$ cat src/rtl/pipe_hazard_controller.sv
// Hazard sequencing for the 5-stage RV32I pipeline: stage enables, D/E flushes,
// Execute forwarding selects and a dmem wait FSM. Optional stats under HAZARD_STATS_EN.
module pipe_hazard_controller #(
  parameter int unsigned MEM_TIMEOUT = 64,
  parameter int unsigned CNT_W       = 32
) (
  input  logic             clock,
  input  logic             async_reset,
  input  logic [4:0]       Rs1_D,
  input  logic [4:0]       Rs2_D,
  input  logic [4:0]       Rs1_E,
  input  logic [4:0]       Rs2_E,
  input  logic [4:0]       Rd_E,
  input  logic             mem_read_E,
  input  logic             branch_taken_E,
  input  logic [4:0]       Rd_M,
  input  logic [4:0]       Rd_W,
  input  logic             reg_write_M,
  input  logic             reg_write_W,
  input  logic             dmem_req_M,
  input  logic             dmem_ack,
  output logic             enable_F,
  output logic             enable_D,
  output logic             enable_E,
  output logic             enable_M,
  output logic             enable_W,
  output logic             sync_reset_D,
  output logic             sync_reset_E,
  output logic [1:0]       fwd_A_E,
  output logic [1:0]       fwd_B_E,
  output logic             mem_error,
  output logic [CNT_W-1:0] stall_cycles,
  output logic [CNT_W-1:0] flush_count
);

  localparam int unsigned WC_W = (MEM_TIMEOUT > 2) ? $clog2(MEM_TIMEOUT) : 1;
  localparam logic [WC_W-1:0] WC_LAST = WC_W'(MEM_TIMEOUT - 1);

  typedef enum logic {
    ST_RUN,
    ST_MEM_WAIT
  } state_t;

  state_t          r_state;
  logic [WC_W-1:0] r_wait_cnt;
  logic            r_mem_error;

  logic w_timeout_hit;
  logic w_mem_stall;
  logic w_load_use;

  assign w_timeout_hit = (r_state == ST_MEM_WAIT) && (r_wait_cnt == WC_LAST);
  assign w_mem_stall   = dmem_req_M && !dmem_ack && !w_timeout_hit;
  assign w_load_use    = mem_read_E && (Rd_E != 5'd0) &&
                         ((Rd_E == Rs1_D) || (Rd_E == Rs2_D));

  function automatic logic [1:0] fwd_sel(input logic [4:0] rs,
                                         input logic       wr_m,
                                         input logic [4:0] rd_m,
                                         input logic       wr_w,
                                         input logic [4:0] rd_w);
    if (wr_m && (rd_m != 5'd0) && (rd_m == rs))
      return 2'b10;
    else if (wr_w && (rd_w != 5'd0) && (rd_w == rs))
      return 2'b01;
    else
      return 2'b00;
  endfunction

  // Reset level gates every combinational output so the pipe is frozen while held.
  always_comb begin
    enable_F     = 1'b0;
    enable_D     = 1'b0;
    enable_E     = 1'b0;
    enable_M     = 1'b0;
    enable_W     = 1'b0;
    sync_reset_D = 1'b1;
    sync_reset_E = 1'b1;
    fwd_A_E      = 2'b00;
    fwd_B_E      = 2'b00;
    if (async_reset) begin
      fwd_A_E = fwd_sel(Rs1_E, reg_write_M, Rd_M, reg_write_W, Rd_W);
      fwd_B_E = fwd_sel(Rs2_E, reg_write_M, Rd_M, reg_write_W, Rd_W);
      if (w_mem_stall) begin
        // whole pipe holds; pending branch / load-use re-evaluated after release
      end else if (branch_taken_E) begin
        {enable_F, enable_D, enable_E, enable_M, enable_W} = '1;
        sync_reset_D = 1'b0;
        sync_reset_E = 1'b0;
      end else if (w_load_use) begin
        {enable_E, enable_M, enable_W} = '1;
        sync_reset_E = 1'b0;
      end else begin
        {enable_F, enable_D, enable_E, enable_M, enable_W} = '1;
      end
    end
  end

  always_ff @(posedge clock or negedge async_reset) begin
    if (!async_reset) begin
      r_state     <= ST_RUN;
      r_wait_cnt  <= '0;
      r_mem_error <= 1'b0;
    end else begin
      case (r_state)
        ST_RUN: begin
          if (dmem_req_M && !dmem_ack) begin
            r_state    <= ST_MEM_WAIT;
            r_wait_cnt <= WC_W'(1);
          end
        end
        ST_MEM_WAIT: begin
          if (dmem_ack) begin
            r_state    <= ST_RUN;
            r_wait_cnt <= '0;
          end else if (w_timeout_hit) begin
            r_state     <= ST_RUN;
            r_wait_cnt  <= '0;
            r_mem_error <= 1'b1;
          end else if (r_wait_cnt != WC_LAST) begin
            r_wait_cnt <= r_wait_cnt + 1'b1;
          end
        end
        default: begin
          r_state    <= ST_RUN;
          r_wait_cnt <= '0;
        end
      endcase
    end
  end

  assign mem_error = r_mem_error;

`ifdef HAZARD_STATS_EN
  logic [CNT_W-1:0] r_stall_cycles;
  logic [CNT_W-1:0] r_flush_count;
  logic             w_stall_evt;
  logic             w_flush_evt;

  assign w_stall_evt = w_mem_stall || (w_load_use && !branch_taken_E);
  assign w_flush_evt = branch_taken_E && !w_mem_stall;

  always_ff @(posedge clock or negedge async_reset) begin
    if (!async_reset) begin
      r_stall_cycles <= '0;
      r_flush_count  <= '0;
    end else begin
      if (w_stall_evt && (r_stall_cycles != '1))
        r_stall_cycles <= r_stall_cycles + 1'b1;
      if (w_flush_evt && (r_flush_count != '1))
        r_flush_count <= r_flush_count + 1'b1;
    end
  end

  assign stall_cycles = r_stall_cycles;
  assign flush_count  = r_flush_count;
`else
  assign stall_cycles = '0;
  assign flush_count  = '0;
`endif

endmodule

$ cat config.mk
export PLATFORM = sky130hd
export DESIGN_NAME = pipe_hazard_controller
export DESIGN_NICKNAME = d
export VERILOG_FILES = /design/src/rtl/pipe_hazard_controller.sv
export SDC_FILE = /design/constraint.sdc
export NUM_CORES = 1
export LEC_CHECK = 0
export CAP_MARGIN = 10
export CORE_MARGIN = 10
export CORE_UTILIZATION = 32
export CTS_CLUSTER_DIAMETER = 150
export CTS_CLUSTER_SIZE = 12
export DETAILED_ROUTE_END_ITERATION = 10
export PLACE_DENSITY = 0.83
export SYNTH_ARGS = -nofsm -noshare
export SYNTH_HDL_FRONTEND = slang
export SYNTH_SLANG_ARGS = --single-unit
export TNS_END_PERCENT = 30
$ cat constraint.sdc
create_clock -name clock -period 2.4 [get_ports clock]
set_input_delay 0.48 -clock clock [delete_from_list [all_inputs] [get_ports clock]]
set_output_delay 0.48 -clock clock [all_outputs]
set_load 0.02 [all_outputs]
# Yosys cells after proc, flatten, opt, wreduce, memory -nomap -nowiden
# Cells that the tools add are included.
totals:
  out_inout_bits: 76
  latchBits: 0
  inputBits: 43
  rom_bits: 0
  reg_bits: 8
  ramBits: 0
  mem_count: 0
op_classes:
  div_mod_pow: 0
  n_addsub: 1
  multipliers: 0
  reduce_logical: 19
  n_eq_ne: 10
  mux: 27
  n_shift: 0
  n_lt_le_gt_ge: 0
  n_bitwise: 2
ops:
  columns: ["operator", "n"]
  rows:
  - ["equality test 5 bit", 6]
  - ["2-to-1 mux 6 bit", 4]
  - ["2-to-1 mux 1 bit", 17]
  - ["nonzero test 5 bit", 3]
  - ["case mux 6 bit (2 select lines)", 1]
  - ["logical AND 1 bit", 11]
  - ["2-to-1 mux 2 bit", 4]
  - ["adder 6 x 1 -> 6 bit, second input constant", 1]
  - ["equality test 6 bit, second input constant", 1]
  - ["inequality test 6 bit, second input constant", 1]
  - ["inequality test 4 x 2 -> 1 bit, second input constant", 1]
  - ["AND reduction 3 bit", 1]
  - ["logical NOT 1 bit", 2]
  - ["inequality test 2 bit, second input constant", 1]
  - ["inverter 1 bit", 2]
  - ["case mux 1 bit (2 select lines)", 1]
  - ["AND reduction 2 bit", 1]
  - ["logical OR 1 bit", 1]

# Logic depth before layout (Yosys ltp)
# Gate-level depths: netlist (run 1).
logic_depth:
  word_depth: 7
  depth_mapped: 7
  ltp_nobuf: 6

# Worst setup path after synthesis (run 1)
# OpenSTA, ideal clock, no wires.
synth_path:
  kind: "register to output"
  from: "reg r_wait_cnt[0]"
  to: "out enable_F"
  path_buffers: 1
  arrival_ns: 2.210
  setup_slack_ns: -0.290
  stages_incl_launch_ff: 8
  t_required_ns: 1.920
  cell_sequence: "dfrtp_1 ha_1 and3_1 and3_1 nand2_1 a21boi_2 a21boi_0 buf_4"
synth_between:
  elab_chain_len: 6
synth_rtl:
  columns: ["element", "line_no", "text"]
  rows:
  - ["start: declaration", "45", "logic [WC_W-1:0] r_wait_cnt;"]
  - ["start signal: assignment", "121", "r_wait_cnt <= r_wait_cnt + 1'b1;"]
  - ["equality test 6 bit", "52", "assign w_timeout_hit = (r_state == ST_MEM_WAIT) && (r_wait_cnt == WC_LAST);"]
  - ["logical AND 1 bit", "52", null]
  - ["logical NOT 1 bit", "53", "assign w_mem_stall = dmem_req_M && !dmem_ack && !w_timeout_hit;"]
  - ["logical AND 1 bit", "53", null]
  - ["2-to-1 mux 1 bit (2 in a row)", null, null]
  - ["end: declaration", "22", "output logic enable_F,"]
# Every way passes these cells.

# Worst setup path after layout (run 1)
layout_path:
  from: "in Rd_W[3]"
  to: "out fwd_A_E[0]"
layout_between:
  elab_chain_len: 6
  elab_cells_between_ends: 7
layout_rtl:
  columns: ["element", "line_no", "text"]
  rows:
  - ["start: declaration", "17", "input logic [4:0] Rd_W,"]
  - ["nonzero test 5 bit", "64", "else if (wr_w && (rd_w != 5'd0) && (rd_w == rs))"]
  - ["logical AND 1 bit", "64", null]
  - ["logical AND 1 bit *", "64", null]
  - ["2-to-1 mux 1 bit *", "64", null]
  - ["2-to-1 mux 2 bit *", "62", "if (wr_m && (rd_m != 5'd0) && (rd_m == rs))"]
  - ["2-to-1 mux 2 bit *", "81", "if (async_reset) begin"]
  - ["end: declaration", "29", "output logic [1:0] fwd_A_E,"]
# Mark *: on every way between the ends. The rest lies on a longest branch, timed or not.

==> results of run 1 <==
-- repair_timing --
item / 4_1_cts / 5_1_grt
buffers inserted: 1 / 0
setup endpoints to repair: 11 / 11
hold buffers: 0 / 0
pin swaps: 11 / 4
endpoints found under the hold margin: 0 / 0
gates resized for setup: 77 / 16
-- final cells by class --
class,count,area (um^2),share of cell area
sequential,8,200,0.102
multi-input combinational,148,915,0.465
inverter,2,7.51,0.00381
timing repair buffer,88,742,0.377
tap,50,62.6,0.0318
clock buffer,3,41.3,0.0210
-- final timing paths --
path | endpoint | start | depth (start not counted) | slack, ns
max in group asynchronous | r_wait_cnt[2]$_DFFE_PN0P_ | async_reset | 2 | 1.86
worst max-delay path | fwd_A_E[0] | Rd_W[3] | 6 | 0.03
worst min register to register | mem_error$_DFFE_PN0P_ | mem_error$_DFFE_PN0P_ | 1 | 0.46
min in group clock | mem_error$_DFFE_PN0P_ | mem_error$_DFFE_PN0P_ | 1 | 0.46
worst max register to register | r_wait_cnt[3]$_DFFE_PN0P_ | r_wait_cnt[0]$_DFFE_PN0P_ | 7 | 0.95
worst min-delay path | r_wait_cnt[3]$_DFFE_PN0P_ | async_reset | 2 | 0.40
-- cells by family after synthesis --
family	after synthesis	share of synthesized area
other	1	0.00282
buffers and inverters	69	0.383
and+or+nand+nor	33	0.145
adders and majority gates	1	0.00940
AOI/OAI and AO/OA	18	0.0987
DFF	8	0.150
xor gates and xnor gates	32	0.211
-- report_power, final --
group	internal [W]	switching, W	total, W
clock	0.000109	0.0000538	0.000162
combinational	0.000143	0.000197	0.000340
sequential	0.000143	0.00000728	0.000150
-- synthesized netlist by cell type, types with 2 or more instances --
cell     number  area share
dfrtp_1       8        0.15
xor2_1       20        0.13
buf_4        67        0.38
nand2_1       3      0.0085
a22o_1        5       0.033
xnor2_1      12       0.079
nor4_1        2      0.0094
and3_1        2      0.0094
nor3_1        4       0.015
nor2_1        2      0.0056
and2_1        2      0.0094
nand3_1       9       0.034
o21ai_0       3       0.011
or4_1         3       0.017
inv_1         2      0.0056
nor2b_1       3       0.014
-- critical path: cells and delay by family --
kind	cells	cell delay, ns
buffers and inverters	3	0.42
and+or+nand+nor	2	0.86
xor gates and xnor gates	1	0.14
-- layer usage --
metal  track usage  wire length (um)  up-vias
met3        0.0425               442        6
li1              -                 -      590
met5             0                 0        -
met4        0.0464                81        0
met2         0.187              2100       82
met1         0.109              1570      561
-- registers in the layout (all words and copies together), names as in the netlist --
| register | flops |
|---|---|
| r_state | 1 |
| r_wait_cnt | 6 |
| mem_error | 1 |
-- metrics by stage --
| stage | setup WS (ns) | setup TNS [ns] | utilization | power (W) |
|---|---|---|---|---|
| after floorplan | 0.0367 | 0 | - | 0.000404 |
| after detailed placement | -0.727 | -5.25 | 0.480 | 0.000487 |
| final | 0.0257 | 0 | 0.492 | 0.000653 |
| after CTS | 0.00643 | 0 | 0.490 | 0.000652 |
| after global routing | -0.0131 | -0.0405 | 0.492 | 0.000701 |
| after global placement | -0.659 | -4.99 | 0.480 | 0.000480 |
==> results.cfg, run 1 <==
[synth]
syn_inst = 162
netlist_area_mm2 = 0.00133
ys.flop_type = dfrtp_1
synth_cell_types = 31
synth_edf_count = 0
yosys_warnings = 0
yosysSeqAreaShare = 0.150
ys_seq_elements = 8
avgSynthCellArea_um2 = 8.22
synth-async-reset-ratio = 1.00

[timing]
setup_viol = 0
fmax_mhz = 421
whs_ns = 0.397
period_share = 0.989
rsz0062_at_grt = yes
finClkSkew_ns = 0.000171
hold_viol = 0
finalMaxSlewViolations = 0
fin_crit_ns = 2.37

[final_layout]
n_antenna_cell = 0
layout_common_cells = conb_1, buf_4, clkdlybuf4s50_1, xor2_1, xnor2_1
fillers = 415
drive_gt1_frac = 0.257
nets = 295
fin_cells = 299
layout_commonest_cell = conb_1
areaGrowthSynthToFinish_pct = 47.8
final_area_mm2 = 0.00197

[cts]
numCtsBuffers = 3
insertion_delay_ns = 0.23
cts.sinks = 8
root_buffer = clkbuf_8
clk_pin_slew_worst_paths_ns = 0.04
cts_buffer_depth = 2
cts_tree = built
htree_levels = 1

[floorplan]
core_area_mm2 = 0.00400
ios = 119
fp.dieArea_mm2 = 0.00714
start_util = 0.333
die_height_um = 84.5
rows = 23
die-width_um = 84.5

[power]
irDropWorstVdd_v = 0.000126
p_leak_nw = 0.996
pwr_density_cell_mw_per_mm2 = 332

[detailed_routing]
vias = 1239
avgRoutedWirePerCell_um = 14.0
dr.pass1.iters = 4
initialDrtViolationCount = 52
drc_errors = 0
antenna_left = 0
totalWireLength_mm = 4.20
vias_per_cell = 4.14

[place]
dp_cells = 295
dpl_cell_area_mm2 = 0.00192
hpwlAfterDp_mm = 3.72
routabilityCongestion = 0.877
port_buffers = 54

[grt]
grt_usage = 0.107
grt_max_degree = 12
grt-ovfl-total = 0
grt_pass1_vias = 1402
antenna_found_initial = 0
grt_pass1_wl_mm = 6.44

[setup_path]
worstSetupEndpointType = output port
arrival_ns = 1.89
critPathRequiredTime_ns = 1.92
cp_slowest_stage_delay_ns = 0.55
cpMaxStageDelayCell = or4_1
crit_fanout = 2
cp-start-kind = input port
path_class = input port to output port
path_cells = buf_2 > buf_6 > xor2_1 > or4_1 > nor4_2 > buf_4

[outcome]
status = complete, no violations

[flow_run]
cap_viol_max_count = 0

[hold_path]
hold_class = input port to async pin
Note: power is estimated with default switching activity, not from simulation.
==> run 2: changes to the inputs <==
CAP_MARGIN = 0   (was 10)
CTS_CLUSTER_DIAMETER = 120   (was 150)
==> results of run 2 <==
Same layout as run 1: the final DEF is identical, and so are final timing and power.
